**src/rtl/alu_pkg.sv**
```systemverilog
// ============================================================================
// Module   : alu_pkg
// Purpose  : Shared definitions for the ALU issue controller: opcode
//            encodings, FSM state encoding, counter width and the
//            per-opcode EXEC latency helper.
// Revision : 1.0  initial release
// ============================================================================
`default_nettype none

package alu_pkg;

  // Opcode encodings understood by the attached combinational ALU.
  localparam logic [2:0] ALU_ADD = 3'b000;
  localparam logic [2:0] ALU_SUB = 3'b001;
  localparam logic [2:0] ALU_MUL = 3'b010;
  localparam logic [2:0] ALU_DIV = 3'b011;
  localparam logic [2:0] ALU_NOT = 3'b100;
  localparam logic [2:0] ALU_XOR = 3'b101;
  localparam logic [2:0] ALU_OR  = 3'b110;
  localparam logic [2:0] ALU_AND = 3'b111;

  // The latency counter is sized for the largest legal latency (15).
  localparam int CNT_W = 4;

  typedef enum logic [1:0] {
    ST_IDLE = 2'd0,
    ST_EXEC = 2'd1,
    ST_RESP = 2'd2
  } state_e;

  // Number of EXEC cycles for an opcode.
  // mul_lat and div_lat come from the instantiating module's parameters.
  function automatic logic [CNT_W-1:0] op_latency(input logic [2:0] op,
                                                  input int mul_lat,
                                                  input int div_lat);
    logic [CNT_W-1:0] lat;
    case (op)
      ALU_MUL: lat = CNT_W'(mul_lat);
      ALU_DIV: lat = CNT_W'(div_lat);
      default: lat = CNT_W'(1);
    endcase
    return lat;
  endfunction

endpackage

`default_nettype wire

```
**src/rtl/alu_lat_cnt.sv**
```systemverilog
// ============================================================================
// Module   : alu_lat_cnt
// Purpose  : Loadable 4-bit down-counter that times the EXEC interval of
//            the ALU issue controller. last_o flags the final EXEC cycle.
// Ports    : clk         clock, rising edge
//            rst_n       asynchronous active-low reset (count -> 0)
//            load_i      load load_val_i (has priority over dec_i)
//            load_val_i  value to load
//            dec_i       decrement by one (saturates at zero)
//            last_o      count == 1
// Revision : 1.0  initial release
// ============================================================================
`default_nettype none

module alu_lat_cnt
  import alu_pkg::*;
(
  input  logic             clk,
  input  logic             rst_n,
  input  logic             load_i,
  input  logic [CNT_W-1:0] load_val_i,
  input  logic             dec_i,
  output logic             last_o
);

  logic [CNT_W-1:0] cnt_q;
  logic [CNT_W-1:0] cnt_d;

  always_comb begin
    cnt_d = cnt_q;
    if (load_i) begin
      cnt_d = load_val_i;
    end else if (dec_i && (cnt_q != '0)) begin
      cnt_d = cnt_q - CNT_W'(1);
    end
  end

  always_ff @(posedge clk or negedge rst_n) begin
    if (!rst_n) begin
      cnt_q <= '0;
    end else begin
      cnt_q <= cnt_d;
    end
  end

  assign last_o = (cnt_q == CNT_W'(1));

endmodule

`default_nettype wire

```
**src/rtl/alu_issue_ctrl.sv**
```systemverilog
// ============================================================================
// Module   : alu_issue_ctrl
// Purpose  : Initiator for a combinational ALU. Accepts one request at a
//            time (valid/ready), holds opcode/operands stable on the ALU
//            inputs for a per-opcode latency, captures the ALU result and
//            returns it with its destination tag over a second valid/ready
//            handshake.
// Ports    : clk, rst_n                      clock / async active-low reset
//            req_valid/req_ready             request handshake
//            req_op/req_a/req_b/req_tag      request payload
//            alu_in/alu_a/alu_b              registered drive to the ALU
//            alu_f                           ALU result (combinational)
//            rsp_valid/rsp_ready             response handshake
//            rsp_data/rsp_tag/rsp_div0       response payload
//            rsp_zero/rsp_neg                result flags (optional)
// Options  : define ALU_ISSUE_FLAGS_EN to add the rsp_zero/rsp_neg outputs.
// Revision : 1.0  initial release
// ============================================================================
`default_nettype none

module alu_issue_ctrl
  import alu_pkg::*;
#(
  parameter int DATA_WIDTH = 16,
  parameter int TAG_W      = 3,
  parameter int MUL_LAT    = 2,   // legal range 1..15
  parameter int DIV_LAT    = 4    // legal range 1..15
) (
  input  logic                  clk,
  input  logic                  rst_n,
  // request side
  input  logic                  req_valid,
  output logic                  req_ready,
  input  logic [2:0]            req_op,
  input  logic [DATA_WIDTH-1:0] req_a,
  input  logic [DATA_WIDTH-1:0] req_b,
  input  logic [TAG_W-1:0]      req_tag,
  // ALU side
  output logic [2:0]            alu_in,
  output logic [DATA_WIDTH-1:0] alu_a,
  output logic [DATA_WIDTH-1:0] alu_b,
  input  logic [DATA_WIDTH-1:0] alu_f,
  // response side
  output logic                  rsp_valid,
  input  logic                  rsp_ready,
  output logic [DATA_WIDTH-1:0] rsp_data,
  output logic [TAG_W-1:0]      rsp_tag,
`ifdef ALU_ISSUE_FLAGS_EN
  output logic                  rsp_zero,
  output logic                  rsp_neg,
`endif
  output logic                  rsp_div0
);

  state_e           state_q;
  logic [TAG_W-1:0] tag_q;

  logic                  accept;
  logic                  cnt_last;
  logic                  div_by_zero;
  logic [DATA_WIDTH-1:0] result;
  logic [CNT_W-1:0]      lat_val;

  // Ready depends only on state and rsp_ready so the requester may wait
  // for ready before raising valid without creating a combinational loop.
  assign req_ready = (state_q == ST_IDLE) || ((state_q == ST_RESP) && rsp_ready);
  assign accept    = req_valid && req_ready;

  // Divide-by-zero is decided from the held ALU inputs; the ALU output is
  // not trusted for that case and is replaced by all ones.
  assign div_by_zero = (alu_in == ALU_DIV) && (alu_b == '0);
  assign result      = div_by_zero ? '1 : alu_f;

  assign lat_val = op_latency(req_op, MUL_LAT, DIV_LAT);

  alu_lat_cnt u_lat_cnt (
    .clk        (clk),
    .rst_n      (rst_n),
    .load_i     (accept),
    .load_val_i (lat_val),
    .dec_i      (state_q == ST_EXEC),
    .last_o     (cnt_last)
  );

  always_ff @(posedge clk or negedge rst_n) begin
    if (!rst_n) begin
      state_q   <= ST_IDLE;
      tag_q     <= '0;
      alu_in    <= '0;
      alu_a     <= '0;
      alu_b     <= '0;
      rsp_valid <= 1'b0;
      rsp_data  <= '0;
      rsp_tag   <= '0;
      rsp_div0  <= 1'b0;
`ifdef ALU_ISSUE_FLAGS_EN
      rsp_zero  <= 1'b0;
      rsp_neg   <= 1'b0;
`endif
    end else begin
      case (state_q)
        ST_IDLE: begin
          if (accept) begin
            alu_in  <= req_op;
            alu_a   <= req_a;
            alu_b   <= req_b;
            tag_q   <= req_tag;
            state_q <= ST_EXEC;
          end
        end

        ST_EXEC: begin
          if (cnt_last) begin
            rsp_data  <= result;
            rsp_tag   <= tag_q;
            rsp_div0  <= div_by_zero;
`ifdef ALU_ISSUE_FLAGS_EN
            // All-ones substitution on div-by-zero yields zero=0, neg=1.
            rsp_zero  <= (result == '0);
            rsp_neg   <= result[DATA_WIDTH-1];
`endif
            rsp_valid <= 1'b1;
            state_q   <= ST_RESP;
          end
        end

        ST_RESP: begin
          if (rsp_ready) begin
            rsp_valid <= 1'b0;
            if (req_valid) begin
              // Back-to-back: the next op is taken in the retire cycle.
              alu_in  <= req_op;
              alu_a   <= req_a;
              alu_b   <= req_b;
              tag_q   <= req_tag;
              state_q <= ST_EXEC;
            end else begin
              state_q <= ST_IDLE;
            end
          end
        end

        default: begin
          state_q   <= ST_IDLE;
          rsp_valid <= 1'b0;
        end
      endcase
    end
  end

endmodule

`default_nettype wire

```
**config.mk**
```make
export PLATFORM = sky130hd
export DESIGN_NAME = alu_issue_ctrl
export DESIGN_NICKNAME = d
export VERILOG_FILES = /design/src/rtl/alu_pkg.sv /design/src/rtl/alu_lat_cnt.sv /design/src/rtl/alu_issue_ctrl.sv
export SDC_FILE = /design/constraint.sdc
export NUM_CORES = 1
export LEC_CHECK = 0
export CAP_MARGIN = 20
export CORE_ASPECT_RATIO = 2
export CORE_MARGIN = 2
export CORE_UTILIZATION = 30
export CTS_CLUSTER_SIZE = 30
export DETAILED_ROUTE_END_ITERATION = 7
export PLACE_DENSITY = 0.58
export SETUP_SLACK_MARGIN = 0.4
export SLEW_MARGIN = 15
export SYNTH_ARGS = -nofsm -noshare
export SYNTH_HDL_FRONTEND = slang
export SYNTH_SLANG_ARGS = --single-unit
```
**constraint.sdc**
```tcl
create_clock -name clk -period 2 [get_ports clk]
set_input_delay 0.4 -clock clk [delete_from_list [all_inputs] [get_ports clk]]
set_output_delay 0.4 -clock clk [all_outputs]
set_load 0.05 [all_outputs]
```
==> metrics.yaml <==
worst_setup_path:
  cp_max_fo: 2
  cp.arrival_ns: 1.28
  reg2reg_from: "state_q[1]"
  end_kind: "output pin"
  regToRegSetupSlack_ns: 0.38
  critPathKind: "register to output pin"
  ff2ff_path_depth: 6
  crit_start: "state_q[1]"
  worstReg2RegEnd: "alu_a[6]"
  endpoint: "req_ready"
  worstSetupStartpointType: "register"
  required_ns: 1.60
cts:
  clock_latency_ns: 0.34
  clk_pin_slew_ns: 0.05
  clockBufferDepth: 2
  htreeDepth: 3
  cts_hold_buf: 0
  cts-root-buf: "clkbuf_16"
  numCtsBuffers: 9
  cts_tree: "done"
  cts.sink_count: 65
pwr:
  p_clk_share_pct: 18.8
  power_frac_seq_pct: 24.7
  combPwrFrac_pct: 56.4
  power.leakage_nw: 2.08
  switching_power_mw: 4.47
  peakVddDrop_mv: 1.01
  switching_share_pct: 45.7
  total_power_mw: 9.78
  power.internal_mw: 5.31
  p_per_area_nw_per_um2: 2010
synth:
  synth_top_family_by_area: "multiplexers"
  yosysWarnings: 0
  synthSimpleGateAreaFrac_pct: 12.3
  synth_cell_types: 36
  synthMuxAreaShare_pct: 17.0
  synth_cells: 214
  synth_fa_ha_area_share_pct: 0.881
  synth_xor_area_share_pct: 0
  syn_nets: 274
  seq_area_frac_synth_pct: 57.3
  ys_seq_elements: 65
  synth_area_sq_um: 2840
  syn_avg_cell_area_sq_um: 13.3
  synth_compound_area_share_pct: 8.99
sta:
  slew_violations: 0
  finalCritPeriodShare_pct: 83.8
  fin_skew_ns: 0.00624
  hold_viol_final: 0
  relSlewSlack_pct: 61.0
  post-route-min-period_ns: 1.68
  setup_viol: 0
  max_freq_ghz: 0.597
  tns_ns: 0
  worst_slew_pin_slew_ns: 0.584
  rsz0062_at_grt: "yes"
  holdWs_ns: 0.0608
  layout_setup_ws_ns: 0.325
finish:
  synthToLayoutAreaGrowth_pct: 71.8
  n_antenna_cell: 0
  final_cells: 461
  final_common_cell: "dfrtp_1"
  design_area_sq_um: 4880
  fin_util_pct: 52.7
  drive_gt1_share_pct: 43.1
  num-nets-final: 412
  final_cell_mix: "dfrtp_1 (63), clkdlybuf4s50_1 (55), clkdlybuf4s15_2 (30), mux2_1 (22)"
routing:
  dr.pass1.iters: 4
  wl_per_cell_um: 18.5
  drc: 0
  wl_mm: 8.55
  vias: 2316
  antenna_left: 0
  drt_iter0_drc: 129
  viasPerCell: 5.02
floorplanning:
  design.core.area_sq_um: 9260
  die_h_um: 142
  die_x_um: 72.8
  start_util_pct: 30.7
  ioPinCount: 115
  die_area_sq_um: 10300
  row_count: 50
grt:
  antenna_found_initial: 0
  grt_pass1_wl_mm: 12.3
  grt_overflow: 0
  grt_pass1_vias: 2410
  grt_max_degree: 25
  grtUsageTotal_pct: 16.1
placement:
  gp_congestion: 0.735
  postPlaceCellArea_sq_um: 4150
  pre_cts_slack_ns: 0.0317
  portBuffers: 114
  dp.cells: 430
  dp_hpwl_mm: 5.69
hold_path:
  hold_class: "input pin to asynchronous set/reset pin"
run:
  maxCapViolations: 0
outcome:
  status: "finished clean"
==> worst max-delay path, stage by stage, from the launching register on <==
cell and delay [ns]:
dfrtp_1 0.37, and2b_2 0.22, buf_6 0.12, nor2_4 0.09
buf_12 0.14
==> worst min-delay path by stage <==
stage	startpoint	end	slack (ns)
floorplan	rst_n	alu_a[0]	0.10
global placement	rst_n	alu_a[12]	0.44
detailed placement	rst_n	alu_a[10]	0.44
CTS	rst_n	alu_a[10]	0.07
global route	rst_n	tag_q[0]	0.10
finish	rst_n	alu_a[10]	0.06
==> power by group through the flow <==
stage / combinational [mW] / clock, mW / sequential [mW]
finish: 5.52 / 1.84 / 2.42
floorplan: 1.40 / 0 / 4.28
CTS: 4.91 / 1.89 / 2.40
global placement: 4.99 / 0 / 2.39
detailed placement: 5.03 / 0 / 2.41
global route: 5.80 / 1.96 / 2.51
==> what timing repair did <==
action | 4_1_cts | 5_1_grt
gates cloned | 0 | 6
gates resized for setup | 136 | 63
pin swaps | 2 | 12
setup endpoints to repair | 100 | 69
buffers inserted | 4 | 5
==> flip-flops by register name, indices dropped and copies added (netlist names) <==
register,flops
alu_a,16
alu_b,16
alu_in,3
rsp_data,16
rsp_div0,1
rsp_tag,3
rsp_valid,1
state_q,2
tag_q,3
u_lat_cnt.cnt_q,4
==> routing by layer <==
layer	part of all wire (%)	vias up	global-route usage [%]	routed length, um
li1	-	1073	-	-
met1	35	1163	17.0	2970
met2	59	65	28.7	5050
met3	3.2	15	2.84	273
met4	3.1	0	9.94	261
met5	0	-	0	0
==> synthesized netlist by cell type, drive strengths merged <==
master,number,area (sq um)
o22ai,17,106
nor3,18,140
nor2b,2,12.5
inv,2,7.51
mux2i,2,20.0
nand2b,4,25.0
a21oi,18,90.1
ha,2,25.0
or4,1,7.51
and2b,2,16.3
dfrtp,65,1630
or3b,1,8.76
buf,14,95.1
nor4,4,37.5
nand3b,2,15.0
o221a,2,22.5
or3,1,6.26
mux2,41,462
nor2,4,17.5
nor3b,2,20.0
o2bb2ai,1,8.76
a211o,2,17.5
o21ai,2,10.0
nand4,2,27.5
nand2,3,13.8
==> area by class of cell <==
class / instances / area (sq um)
Multi-Input combinational cell: 133 / 1290
Sequential cell: 65 / 1630
Tap cell: 104 / 130
Clock inverter: 6 / 115
Clock buffer: 10 / 239
Inverter: 2 / 7.51
Timing Repair Buffer: 141 / 1470
Fill cell: 816 / 4380
==> cells by family (layout without fill, tap and decap cells) <==
logic type,after synthesis,count (layout)
adders and majority gates,2,2
and+or+nand+nor,46,46
DFF,65,65
AOI/OAI and AO/OA,42,42
muxes,43,43
buffers and inverters,16,159
Note: power is estimated with default switching activity, not from simulation.
